--- src/rtl/cpu_pkg.sv ---
// Shared types and constants for the fetch-stage PC unit.
package cpu_pkg;

    localparam int unsigned WORD_W     = 32;
    localparam int unsigned JIDX_W     = 26;
    localparam int unsigned BOOT_CNT_W = 4;

    typedef logic [WORD_W-1:0] word_t;

    localparam word_t RESET_VECTOR_DEF = 32'h0000_0000;
    localparam word_t EXC_VECTOR_DEF   = 32'h0000_0180;

    typedef enum logic [1:0] {
        ST_BOOT = 2'd0,
        ST_RUN  = 2'd1,
        ST_EXC  = 2'd2
    } pc_state_e;

    // Candidate next-PC values produced from the ID-stage fields.
    typedef struct packed {
        word_t branch;
        word_t jump;
        word_t jr;
        logic  jr_misaligned;
    } pc_targets_t;

endpackage

--- src/rtl/pc_unit_if.sv ---
// Bus between the ID/hazard side (master) and the PC unit (slave).
interface pc_unit_if;
    import cpu_pkg::*;

    logic              Stall;
    word_t             IdPCPlus4;
    logic              Branch;
    word_t             BranchOffset;
    logic              Jump;
    logic [JIDX_W-1:0] JumpIndex;
    logic              JumpReg;
    word_t             RegTarget;

    word_t             PC;
    word_t             PCPlus4;
    logic              FetchValid;
    logic              Flush;
    logic              AddrErr;
    word_t             EPC;
    word_t             BadVAddr;

    modport master (
        output Stall, IdPCPlus4, Branch, BranchOffset, Jump, JumpIndex, JumpReg, RegTarget,
        input  PC, PCPlus4, FetchValid, Flush, AddrErr, EPC, BadVAddr
    );

    modport slave (
        input  Stall, IdPCPlus4, Branch, BranchOffset, Jump, JumpIndex, JumpReg, RegTarget,
        output PC, PCPlus4, FetchValid, Flush, AddrErr, EPC, BadVAddr
    );

endinterface

--- src/rtl/pc_target_calc.sv ---
// Combinational branch / jump / jump-register target computation.
module pc_target_calc
    import cpu_pkg::*;
(
    input  word_t             id_pc_plus4_i,
    input  word_t             branch_offset_i,
    input  logic [JIDX_W-1:0] jump_index_i,
    input  word_t             reg_target_i,
    output pc_targets_t       targets_o
);

    // The top two offset bits fall off the word shift.
    logic offset_unused;
    assign offset_unused = ^branch_offset_i[WORD_W-1:WORD_W-2];

    // Targets are modulo-2^32; jump keeps the current 256 MB region.
    always_comb begin
        targets_o.branch        = id_pc_plus4_i + {branch_offset_i[WORD_W-3:0], 2'b00};
        targets_o.jump          = {id_pc_plus4_i[WORD_W-1:WORD_W-4], jump_index_i, 2'b00};
        targets_o.jr            = reg_target_i;
        targets_o.jr_misaligned = |reg_target_i[1:0];
    end

endmodule

--- src/rtl/pc_unit.sv ---
// Program counter and next-PC selection for the fetch stage.
// Build option: define PC_DELAY_SLOT_EN for branch-delay-slot semantics
// (taken redirects do not flush IF); the trap path always flushes.
module pc_unit
    import cpu_pkg::*;
#(
    parameter word_t       RESET_VECTOR = RESET_VECTOR_DEF,
    parameter word_t       EXC_VECTOR   = EXC_VECTOR_DEF,
    parameter int unsigned BOOT_CYCLES  = 2
)(
    input logic      Clk,
    input logic      Rst,
    pc_unit_if.slave pc_if
);

    // BOOT_CYCLES of 0 and 1 both leave BOOT on its first cycle.
    localparam int unsigned BOOT_LAST = (BOOT_CYCLES == 0) ? 0 : BOOT_CYCLES - 1;

`ifdef PC_DELAY_SLOT_EN
    localparam logic REDIRECT_FLUSH = 1'b0;
`else
    localparam logic REDIRECT_FLUSH = 1'b1;
`endif

    pc_state_e             state_q, state_d;
    logic [BOOT_CNT_W-1:0] boot_cnt_q, boot_cnt_d;
    word_t                 pc_q, pc_d;
    word_t                 epc_q, epc_d;
    word_t                 bad_vaddr_q, bad_vaddr_d;
    logic                  fetch_valid_q, fetch_valid_d;
    logic                  addr_err_q, addr_err_d;
    logic                  flush_c;
    logic                  boot_done_c;
    logic                  run_go_c;
    logic                  trap_c;
    word_t                 pc_plus4_c;
    pc_targets_t           targets;

    pc_target_calc u_target_calc (
        .id_pc_plus4_i   (pc_if.IdPCPlus4),
        .branch_offset_i (pc_if.BranchOffset),
        .jump_index_i    (pc_if.JumpIndex),
        .reg_target_i    (pc_if.RegTarget),
        .targets_o       (targets)
    );

    assign pc_plus4_c  = pc_q + WORD_W'(4);
    assign boot_done_c = (boot_cnt_q == BOOT_CNT_W'(BOOT_LAST));
    assign run_go_c    = (state_q == ST_RUN) && !pc_if.Stall;
    assign trap_c      = run_go_c && pc_if.JumpReg && targets.jr_misaligned;

    // FSM state register and boot counter.
    always_ff @(posedge Clk) begin
        if (!Rst) begin
            state_q    <= ST_BOOT;
            boot_cnt_q <= '0;
        end else begin
            state_q    <= state_d;
            boot_cnt_q <= boot_cnt_d;
        end
    end

    // Next-state: boot delay, trap entry, single-cycle exception state.
    always_comb begin
        state_d    = state_q;
        boot_cnt_d = boot_cnt_q;
        case (state_q)
            ST_BOOT: begin
                boot_cnt_d = boot_cnt_q + BOOT_CNT_W'(1);
                if (boot_done_c) begin
                    state_d = ST_RUN;
                end
            end
            ST_RUN: begin
                if (trap_c) begin
                    state_d = ST_EXC;
                end
            end
            ST_EXC: begin
                state_d = ST_RUN;
            end
            default: begin
                state_d = ST_BOOT;
            end
        endcase
    end

    // Outputs: next-PC priority mux, trap capture and IF flush.
    always_comb begin
        pc_d        = pc_q;
        epc_d       = epc_q;
        bad_vaddr_d = bad_vaddr_q;
        flush_c     = 1'b0;
        case (state_q)
            ST_RUN: begin
                if (run_go_c) begin
                    if (trap_c) begin
                        epc_d       = pc_if.IdPCPlus4 - WORD_W'(4);
                        bad_vaddr_d = pc_if.RegTarget;
                        flush_c     = 1'b1;
                    end else if (pc_if.JumpReg) begin
                        pc_d    = targets.jr;
                        flush_c = REDIRECT_FLUSH;
                    end else if (pc_if.Jump) begin
                        pc_d    = targets.jump;
                        flush_c = REDIRECT_FLUSH;
                    end else if (pc_if.Branch) begin
                        pc_d    = targets.branch;
                        flush_c = REDIRECT_FLUSH;
                    end else begin
                        pc_d = pc_plus4_c;
                    end
                end
            end
            ST_EXC: begin
                pc_d    = EXC_VECTOR;
                flush_c = 1'b1;
            end
            default: begin
                pc_d = pc_q;
            end
        endcase
        if (!Rst) begin
            flush_c = 1'b0;
        end
        fetch_valid_d = (state_d == ST_RUN);
        addr_err_d    = (state_d == ST_EXC);
    end

    // Datapath registers; trap info holds until the next trap or reset.
    always_ff @(posedge Clk) begin
        if (!Rst) begin
            pc_q          <= RESET_VECTOR;
            epc_q         <= '0;
            bad_vaddr_q   <= '0;
            fetch_valid_q <= 1'b0;
            addr_err_q    <= 1'b0;
        end else begin
            pc_q          <= pc_d;
            epc_q         <= epc_d;
            bad_vaddr_q   <= bad_vaddr_d;
            fetch_valid_q <= fetch_valid_d;
            addr_err_q    <= addr_err_d;
        end
    end

    assign pc_if.PC         = pc_q;
    assign pc_if.PCPlus4    = pc_plus4_c;
    assign pc_if.FetchValid = fetch_valid_q;
    assign pc_if.Flush      = flush_c;
    assign pc_if.AddrErr    = addr_err_q;
    assign pc_if.EPC        = epc_q;
    assign pc_if.BadVAddr   = bad_vaddr_q;

endmodule

--- src/flat_wrapper.sv ---
// flat-port wrapper written by rule: the top's interface ports become plain ports
module pc_unit_flat import cpu_pkg::*;
#(
    parameter word_t       RESET_VECTOR = RESET_VECTOR_DEF,
    parameter word_t       EXC_VECTOR   = EXC_VECTOR_DEF,
    parameter int unsigned BOOT_CYCLES  = 2
)
  (Clk, Rst, pc_if_Stall, pc_if_IdPCPlus4, pc_if_Branch, pc_if_BranchOffset, pc_if_Jump, pc_if_JumpIndex, pc_if_JumpReg, pc_if_RegTarget, pc_if_PC, pc_if_PCPlus4, pc_if_FetchValid, pc_if_Flush, pc_if_AddrErr, pc_if_EPC, pc_if_BadVAddr);
  pc_unit_if pc_if_i ();
  input logic Clk;
  input logic Rst;
  input wire logic [$bits(pc_if_i.Stall)-1:0] pc_if_Stall;
  input wire logic [$bits(pc_if_i.IdPCPlus4)-1:0] pc_if_IdPCPlus4;
  input wire logic [$bits(pc_if_i.Branch)-1:0] pc_if_Branch;
  input wire logic [$bits(pc_if_i.BranchOffset)-1:0] pc_if_BranchOffset;
  input wire logic [$bits(pc_if_i.Jump)-1:0] pc_if_Jump;
  input wire logic [$bits(pc_if_i.JumpIndex)-1:0] pc_if_JumpIndex;
  input wire logic [$bits(pc_if_i.JumpReg)-1:0] pc_if_JumpReg;
  input wire logic [$bits(pc_if_i.RegTarget)-1:0] pc_if_RegTarget;
  output wire logic [$bits(pc_if_i.PC)-1:0] pc_if_PC;
  output wire logic [$bits(pc_if_i.PCPlus4)-1:0] pc_if_PCPlus4;
  output wire logic [$bits(pc_if_i.FetchValid)-1:0] pc_if_FetchValid;
  output wire logic [$bits(pc_if_i.Flush)-1:0] pc_if_Flush;
  output wire logic [$bits(pc_if_i.AddrErr)-1:0] pc_if_AddrErr;
  output wire logic [$bits(pc_if_i.EPC)-1:0] pc_if_EPC;
  output wire logic [$bits(pc_if_i.BadVAddr)-1:0] pc_if_BadVAddr;
  assign pc_if_i.Stall = pc_if_Stall;
  assign pc_if_i.IdPCPlus4 = pc_if_IdPCPlus4;
  assign pc_if_i.Branch = pc_if_Branch;
  assign pc_if_i.BranchOffset = pc_if_BranchOffset;
  assign pc_if_i.Jump = pc_if_Jump;
  assign pc_if_i.JumpIndex = pc_if_JumpIndex;
  assign pc_if_i.JumpReg = pc_if_JumpReg;
  assign pc_if_i.RegTarget = pc_if_RegTarget;
  assign pc_if_PC = pc_if_i.PC;
  assign pc_if_PCPlus4 = pc_if_i.PCPlus4;
  assign pc_if_FetchValid = pc_if_i.FetchValid;
  assign pc_if_Flush = pc_if_i.Flush;
  assign pc_if_AddrErr = pc_if_i.AddrErr;
  assign pc_if_EPC = pc_if_i.EPC;
  assign pc_if_BadVAddr = pc_if_i.BadVAddr;
  pc_unit #(.RESET_VECTOR(RESET_VECTOR), .EXC_VECTOR(EXC_VECTOR), .BOOT_CYCLES(BOOT_CYCLES)) u_core (.Clk(Clk), .Rst(Rst), .pc_if(pc_if_i));
endmodule
--- config.mk ---
export PLATFORM = sky130hd
export DESIGN_NAME = pc_unit_flat
export DESIGN_NICKNAME = d
export VERILOG_FILES = /design/src/rtl/cpu_pkg.sv /design/src/rtl/pc_unit_if.sv /design/src/rtl/pc_target_calc.sv /design/src/rtl/pc_unit.sv /design/src/flat_wrapper.sv
export SDC_FILE = /design/constraint.sdc
export NUM_CORES = 1
export LEC_CHECK = 0
export BUFFER_PORTS_ARGS = -buffer_cell sky130_fd_sc_hd__buf_2
export CAP_MARGIN = 20
export CORE_UTILIZATION = 54
export DETAILED_ROUTE_END_ITERATION = 16
export PLACE_DENSITY_LB_ADDON = 0.25
export SLEW_MARGIN = 25
export SYNTH_ARGS = -nofsm -noshare
export SYNTH_HDL_FRONTEND = slang
export SYNTH_SLANG_ARGS = --single-unit
--- constraint.sdc ---
create_clock -name Clk -period 7.68 [get_ports Clk]
set_input_delay 1.152 -clock Clk [delete_from_list [all_inputs] [get_ports Clk]]
set_output_delay 1.152 -clock Clk [all_outputs]
set_load 0.05 [all_outputs]
After elaboration in Yosys (flattened, before gate mapping):

Cells that the tools add are included.

* flip-flop bits (word level): 104
* input bits: 128
* output and inout bits: 131
* logic and storage cells: 43

* add/subtract/negate cells: 4
* equal/unequal tests: 7
* mux-type cells: 16
* reduce and logical (&&, ||, !) cells: 9

Operator list (number)
* 32-bit 2-to-1 mux: 5
* 32-bit one-hot mux with 2 select lines: 1
* 32-bit by 3-bit adder with 32-bit output, second input constant: 1
* 32-bit adder: 1
* 32-bit by 3-bit subtractor with 32-bit output, second input constant: 1
* 1-bit 2-to-1 mux: 6
* 2-bit one-hot mux with 3 select lines: 1
* 3-bit AND reduction: 2
* 4-bit by 1-bit adder with 4-bit output, second input constant: 1
* 2-bit by 1-bit == test with 1-bit output, second input constant: 2
* 2-bit == test, second input constant: 2
* 4-bit by 1-bit == test with 1-bit output, second input constant: 1
* 2-bit 2-to-1 mux: 2
* 1-bit logical AND: 3
* 2-bit zero test: 1
* 2-bit by 1-bit inequality test with 1-bit output, second input constant: 1
* 2-bit inequality test, second input constant: 1
* 1-bit one-hot mux with 2 select lines: 1
* 2-bit nonzero test: 1
* 2-bit OR reduction: 1
* 1-bit zero test: 1

Depth between registers and ports, before layout:

Gate-level depths: netlist (run 1).

* word-level depth: 8
* depth in mapped cells: 11

Cells and area by module:

A second synthesis (run 1) with hierarchy kept.

* cell total of the unflattened synthesis: 1075
* area total of the unflattened synthesis: 8346.8 µm²

Modules (own cells, without submodules)
* pc_unit: instances 1, cells each 772, area an instance 6092.1 µm², seq. area each 2082.0 µm²
* pc_target_calc: instances 1, cells each 303, area an instance 2254.7 µm², seq. area each 0.0 µm²

Worst setup path after synthesis (run 1):

No wires, ideal clock.

* kind: register -> output
* start: register u_core.pc_q[16] (netlist: u_core.pc_if.PC[16])
* end: output pc_if_PCPlus4[27]
* data arrival time: 2687 ps
* data required time: 6528 ps
* slack: 3841 ps
* cell stages (with the launch flop): 7
* path buffers: 0
* cells stage by stage: dfxtp_1 -> nand2_1 -> nor2_2 -> and3_1 -> nand4_1 -> or2_2 -> xnor2_1

* longest elaborated chain between the ends: 1

RTL lines
* from (decl): line pc_unit.sv:27 `word_t pc_q, pc_d;`
* from (signal assigned): line pc_unit.sv:139 `pc_q <= pc_d;`
* 32-bit by 3-bit adder with 32-bit output: line pc_unit.sv:47 `assign pc_plus4_c = pc_q + WORD_W'(4);`
* to (decl): line flat_wrapper.sv:21 `output wire logic [$bits(pc_if_i.PCPlus4)-1:0] pc_if_PCPlus4;`

Every way passes these cells.

Final worst setup path (run 1):

* start: input pc_if_JumpReg
* end: output pc_if_Flush

* longest elaborated chain between the ends: 6

RTL lines
* from (decl): line flat_wrapper.sv:18 `input wire logic [$bits(pc_if_i.JumpReg)-1:0] pc_if_JumpReg;`
* 1-bit logical AND (2 in a row): line pc_unit.sv:50 `assign trap_c = run_go_c && pc_if.JumpReg && targets.jr_misaligned;`
* 1-bit 2-to-1 mux (*): line pc_unit.sv:97 `if (trap_c) begin`
* 1-bit 2-to-1 mux (*): line pc_unit.sv:96 `if (run_go_c) begin`
* 1-bit one-hot mux with 2 select lines (*): line pc_unit.sv:94 `case (state_q)`
* 1-bit 2-to-1 mux (*): line pc_unit.sv:123 `if (!Rst) begin`
* to (decl): line flat_wrapper.sv:23 `output wire logic [$bits(pc_if_i.Flush)-1:0] pc_if_Flush;`

Every way passes the cells marked *; elsewhere a longest branch is shown, timed or not.

==> impl_metrics.tcl, run 1 <==
set metrics [dict create \
    vias 7910 \
    nets 1318 \
    synth_fp_nets 1097 \
    seq_area_frac_synth_pct 29.00 \
    hold_class "reg -> reg" \
    clk-insertion-delay-late_ns 0.35 \
    crit_chain "buf_2, nor3_1, nor2b_1, nor2b_1, o311a_1, buf_2" \
    grtUsageTotal_pct 33.17 \
    final_cells 1328 \
    fin_area_mm2 0.008801 \
    die_x_um 117.3 \
    crit_buf_inv 2 \
    arrival_ns 3.01 \
    syn_area_per_cell_um2 7.710 \
    drc 0 \
    tns_ns 0 \
    fmax_mhz 240.1 \
    cts_sinks 104 \
    wl_per_cell_um 17.34 \
    synth_async_sr_flop_share_pct 0 \
    design.portCount 259 \
    dominantRegCellSynth "dfxtp_1" \
    crit_path_max_incr_delay_ns 0.75 \
    synth_seq_cells 104 \
    finalHoldViolCount 0 \
    first_iter_violations 677 \
    routed_via_density 5.956 \
    maxCapViolations 0 \
    wirelength_um 23020 \
    wl_met2_um 10730 \
    cts_buffer_depth 2 \
    crit_fanout 26 \
    port_buffers 256 \
    grt_pass1_wl_um 35130 \
    dpl.cell_count 1313 \
    syn_to_final_growth_pct 22.61 \
    path_delay_family "simple AND/OR/NAND/NOR gates" \
    syn-instance-count 931 \
    dr.pass1.iters 6 \
    fin_ws_ns 3.515 \
    hpwl_um 17430 \
    wl_met3_um 2124 \
    post_cts_buffers 0 \
    core_mm2 0.01277 \
    synth.distinct_cells 78 \
    run_status "finished, final reports clean" \
    synth_area_mm2 0.007178 \
    cts.root.buffer_cell "clkbuf_16" \
    start_util_pct 56.20 \
    place_ws_ns 3.621 \
    cp.required_ns 6.53 \
    synth_edf_count 0 \
    setup_violations 0 \
    cts_buffers 9 \
    grt_start_max_net_pins 91 \
    die_y_um 117.3 \
    detail-route-antenna-nets 0 \
    peakVddDrop_mv 0.2079 \
    hold_buffers 0 \
    cpMaxStageDelayCell "nor3_1" \
    die-area_mm2 0.01376 \
    top_layer "met4" \
    worstSetupPathType "in -> out" \
    globalRouteOverflowTotal 0 \
    grt_pass1_vias 6921 \
    post-route-min-period_ns 4.165 \
    relSlewSlack_pct 37.28 \
    pwr_density_cell_mw_per_mm2 271.1 \
    drv_slew 0 \
    h-tree-depth 3 \
    leakagePower_nw 3.887 \
    cts.clk_slew.worst_paths_ns 0.07 \
    antenna_found_initial 0 \
    wirelength_met1_um 9623 \
    fin_skew_ns 0.006861 \
    worst_setup_path_end_kind "output pin" \
    rsz0062_at_grt "false" \
    row_count 41 \
    antennaDiodeCount 0 \
    post-route-period-util_pct 54.23 \
    total_power_mw 2.386 \
    placed_cell_area_mm2 0.008513 \
    tightest_slew_ns 0.9409 \
    ys_warn_count 0 \
    cts_resized 0 \
    cts_tree "yes" \
    drive_above_1_share_pct 26.82 \
    start_kind "input port" \
    place_congestion 0.9672 \
]
cells by family after synthesis:
family                     synth area share, %
adders and majority gates                6.728
and+or+nand+nor                          23.58
buffers and inverters                    4.236
AOI/OAI and AO/OA                        25.41
xor gates and xnor gates                 9.761
DFF                                      29.00
muxes                                    1.272
cell type report:
cell class	count	area, µm²
Inverter	22	82.58
Multi-Input combinational cell	752	4800
Sequential cell	104	2082
Clock inverter	4	55.05
Fill cell	1127	3973
Timing Repair Buffer	263	1334
Tap cell	172	215.2
Clock buffer	11	232.7
metrics by stage:
stage	util [%]	hold slack, ns
finish	68.90	0.4527
global route	68.90	0.4697
CTS	68.90	0.4535
detailed placement	66.65	0.4435
global placement	66.63	0.4393
floorplan	-	0.4801
layout by cell type, fill, tap and decap left out, drive strengths merged, types with 4 or more instances in the layout:
cell type  netlist  routed
a21oi           89      89
a21o            10      10
nor4            10      10
o21bai           4       4
or2              4       4
mux2i            8       8
o31ai            9       9
xor2            36      36
nor3            24      24
a32oi            7       7
and4             6       6
xnor2           44      44
or3              6       6
or4              4       4
a31oi           11      11
o22ai            9       9
nand2          133     133
o21a             6       6
a22oi            5       5
buf             14     263
o21ai           41      41
a21boi           5       5
dfxtp          104     104
nor2b           11      11
inv             22      23
nand2b           6       6
o221ai           6       6
o211ai          12      12
nand4           11      11
nand3           19      19
ha              37      37
nor2            97      97
a211oi          33      33
clkbuf          39      11
and3             8       8
o41ai            4       4
power by group:
| part | internal, mW | switching (mW) | leakage [nW] |
|---|---|---|---|
| registers | 0.626 | 0.104 | 0.843 |
| clock network | 0.254 | 0.211 | 0.141 |
| logic | 0.330 | 0.861 | 2.90 |
tightest hold or removal path, stage by stage (launching register included):
cell and delay [ns]:
dfxtp_1 0.31, nand2_1 0.05, a21oi_1 0.05
sequential cells by signal, summed over array words and instances (netlist names):
signal	flops
u_core.pc_if.BadVAddr	32
u_core.state_q	2
u_core.pc_if.PC	32
u_core.pc_if.EPC	32
u_core.pc_if.AddrErr	1
u_core.pc_if.FetchValid	1
u_core.boot_cnt_q	4
per-layer routing:
metal / track usage, % / up-vias
met4: 10.55 / 0
met5: 0 / -
li1: - / 3805
met1: 43.28 / 3658
met3: 6.179 / 44
met2: 55.25 / 403
synthesized netlist by cell type (6+ instances only):
library cell  instances  area [µm²]
a211oi_1             31       232.7
a21o_1               10       75.07
a21oi_1              89       445.4
a31oi_1              11       68.82
a32oi_1               7       61.31
and3_1                8       50.05
buf_2                 8       40.04
clkbuf_1             38       142.6
dfxtp_1             104        2082
ha_1                 37       462.9
inv_1                22       82.58
mux2i_1               8       80.08
nand2_1             129       484.2
nand2b_1              6       37.54
nand3_1              18       90.09
nand4_1              10       62.56
nor2_1               93       349.1
nor2b_1              11       68.82
nor3_1               22       110.1
nor4_1                6       37.54
o211ai_1             11       82.58
o21a_1                6       45.04
o21ai_0              40       200.2
o221ai_1              6       52.55
o22ai_1               9       56.30
o31ai_1               8       60.06
or3_1                 6       37.54
xnor2_1              44       385.4
xor2_1               36       315.3
final timing paths:
| kind | start | end | slack [ns] | depth (start not counted) |
|---|---|---|---|---|
| setup / recovery | pc_if_JumpReg | pc_if_Flush | 3.52 | 6 |
| hold / removal | u_core.pc_if.EPC[1] | u_core.pc_if.EPC[1] | 0.45 | 2 |
| setup reg to reg | u_core.state_q[1] | u_core.pc_if.PC[18] | 4.95 | 10 |
| hold reg to reg | u_core.pc_if.EPC[1] | u_core.pc_if.EPC[1] | 0.45 | 2 |
Note: power is estimated with default switching activity, not from simulation.
==> run 2, diff against run 1 <==
- CORE_UTILIZATION: 54 -> 46
- clock period: 7.68 -> 3.75 ns (I/O delays scaled with it)
==> run 2 against run 1 <==
Setup slack lost 3.1 ns. Hold slack lost 0.011 ns. Critical path type is now reg -> out. Sequential power grew 100%. Highest routed layer unchanged. Register-to-register slack lost 3.9 ns. Via count shrank 0.94%. Combinational power grew 110%. Power grew 110%. Critical endpoint is now pc_if_PCPlus4[30]. Count of clock-buffer cells in the layout shrank 2. Global-route usage shrank 3.4 points.
==> impl_metrics.tcl, run 2 (synthesized netlist as in run 1, its figures left out) <==
set metrics [dict create \
    run_status "finished, final reports clean" \
    whs_path_depth 3 \
    die_x_um 126.9 \
    port_buffers 256 \
    hold_path_end "u_core.pc_if.BadVAddr[26]" \
    tns_ns 0 \
    relSlewSlack_pct 37.86 \
    switching_power_mw 2.485 \
    post_cts_buffers 0 \
    setup_violations 0 \
    antenna_found_initial 4 \
    start_util_pct 47.22 \
    post-route-period-util_pct 88.70 \
    clk-insertion-delay-late_ns 0.36 \
    p_sw_share_pct 50.44 \
    power.share.clock_pct 19.8 \
    cts_buffer_depth 2 \
    cts.clk_slew.worst_paths_ns 0.08 \
    cts_tree "yes" \
    layout_commonest_cell "buf_2" \
    routed_via_density 5.787 \
    place_ws_ns 0.4828 \
    r2r_start "u_core.state_q[0]" \
    arrival_ns 2.76 \
    place_congestion 0.9285 \
    drive_above_1_share_pct 27.28 \
    fin_skew_ns 0.006187 \
    seqPwrFrac_pct 30.3 \
    rsz0062_at_grt "false" \
    worstHoldStart "pc_if_RegTarget[26]" \
    fill_cells 1497 \
    detail-route-antenna-nets 0 \
    peakVddDrop_mv 0.3557 \
    start_kind "flop" \
    core_mm2 0.01520 \
    globalRouteOverflowTotal 0 \
    crit_fanout 9 \
    syn_to_final_growth_pct 24.00 \
    hpwl_um 18500 \
    pwr_density_cell_mw_per_mm2 553.5 \
    die_y_um 126.9 \
    cts_buffers 9 \
    placed_cell_area_mm2 0.008596 \
    final_cell_mix "buf_2 (256), nand2_1 (129), dfxtp_1 (104)" \
    wirelength_um 24260 \
    cts_resized 0 \
    hold_class "in -> reg" \
    grt_start_max_net_pins 91 \
    wl_per_cell_um 17.92 \
    finalHoldViolCount 0 \
    leakagePower_nw 3.928 \
    worstRegToRegCells 6 \
    cts.root.buffer_cell "clkbuf_16" \
    worstSetupPathType "reg -> out" \
    grt_pass1_wl_um 37400 \
    nets 1323 \
    fin_ws_ns 0.4239 \
    fin_area_mm2 0.008901 \
    vias 7836 \
    tightest_slew_ns 0.9321 \
    fmax_mhz 300.7 \
    dpl.cell_count 1334 \
    cts_sinks 104 \
    first_iter_violations 551 \
    final_cells 1354 \
    cellInternalPower_mw 2.442 \
    worst_setup_path_end_kind "output pin" \
    power_frac_comb_pct 49.9 \
    cp.required_ns 3.19 \
    drv_slew 0 \
    die-area_mm2 0.01611 \
    grtUsageTotal_pct 29.76 \
    dr.pass1.iters 5 \
    r2r_end "u_core.pc_if.EPC[6]" \
    design.portCount 259 \
    row_count 45 \
    grt_pass1_vias 7116 \
    drc 0 \
    maxCapViolations 0 \
    post-route-min-period_ns 3.326 \
    rrSetupSlack_ns 1.05 \
    hold_buffers 0 \
    total_power_mw 4.926 \
    h-tree-depth 3 \
]
## run 2: cell count changes in the layout (fill, tap and decap cells not counted), sizes merged
cell,delta
buf,+5
diode,+4
bufinv,-1
inv,+4
clkbuf,-2
## run 2: layout make-up
type / instances / area [µm²] / share of cell area (%)
well taps: 188 / 235.2 / 2.643
multi-input cells: 752 / 4805 / 53.98
repair buffers: 268 / 1391 / 15.63
inverters: 22 / 82.58 / 0.9277
diodes: 4 / 10.01 / 0.1125
clock inverters: 7 / 70.07 / 0.7872
clock buffers: 9 / 225.2 / 2.530
flip-flops and latches: 104 / 2082 / 23.39
## run 2: worst max path at each step
stage	depth (start not counted)	to	start	slack [ns]
after CTS	6	pc_if_PCPlus4[28]	u_core.pc_if.PC[2]	0.50
after floorplan	6	pc_if_PCPlus4[27]	u_core.pc_if.PC[16]	0.50
after global placement	12	u_core.pc_if.PC[22]	pc_if_IdPCPlus4[2]	0.54
final	6	pc_if_PCPlus4[30]	u_core.pc_if.PC[2]	0.42
after detailed placement	12	u_core.pc_if.PC[22]	pc_if_IdPCPlus4[2]	0.48
after global routing	6	pc_if_PCPlus4[31]	u_core.pc_if.PC[8]	0.33
## run 2: worst max-delay path, stage by stage, from the launching register on
cell,delay [ns]
dfxtp_1,0.49
ha_1,0.28
and3_1,0.48
nand4_2,0.34
or3_1,0.43
nand2_1,0.11
buf_2,0.27
## run 2: metal layers
| layer | up-vias | part of all wire, % | track usage (%) | routed length (µm) |
|---|---|---|---|---|
| li1 | 3815 | - | - | - |
| met3 | 40 | 7.3 | 6.116 | 1761 |
| met5 | - | 0 | 0 | 0 |
| met1 | 3662 | 43 | 38.64 | 10530 |
| met4 | 0 | 2.5 | 10.50 | 595 |
| met2 | 319 | 47 | 48.90 | 11370 |
## run 2: through the flow
stage / utilization, % / hold WS [ns]
floorplan: - / 0.4801
detailed placement: 56.54 / 0.4430
global placement: 56.36 / 0.4393
global route: 58.55 / 0.4423
CTS: 58.49 / 0.4331
finish: 58.55 / 0.4417
## run 2: power by group through the flow
stage / registers (mW) / clock network, mW / logic, mW
floorplan: 2.01 / 0 / 1.29
global placement: 1.51 / 0 / 2.42
detailed placement: 1.51 / 0 / 2.44
CTS: 1.49 / 0.993 / 2.45
global route: 1.52 / 1.03 / 2.62
finish: 1.49 / 0.976 / 2.46
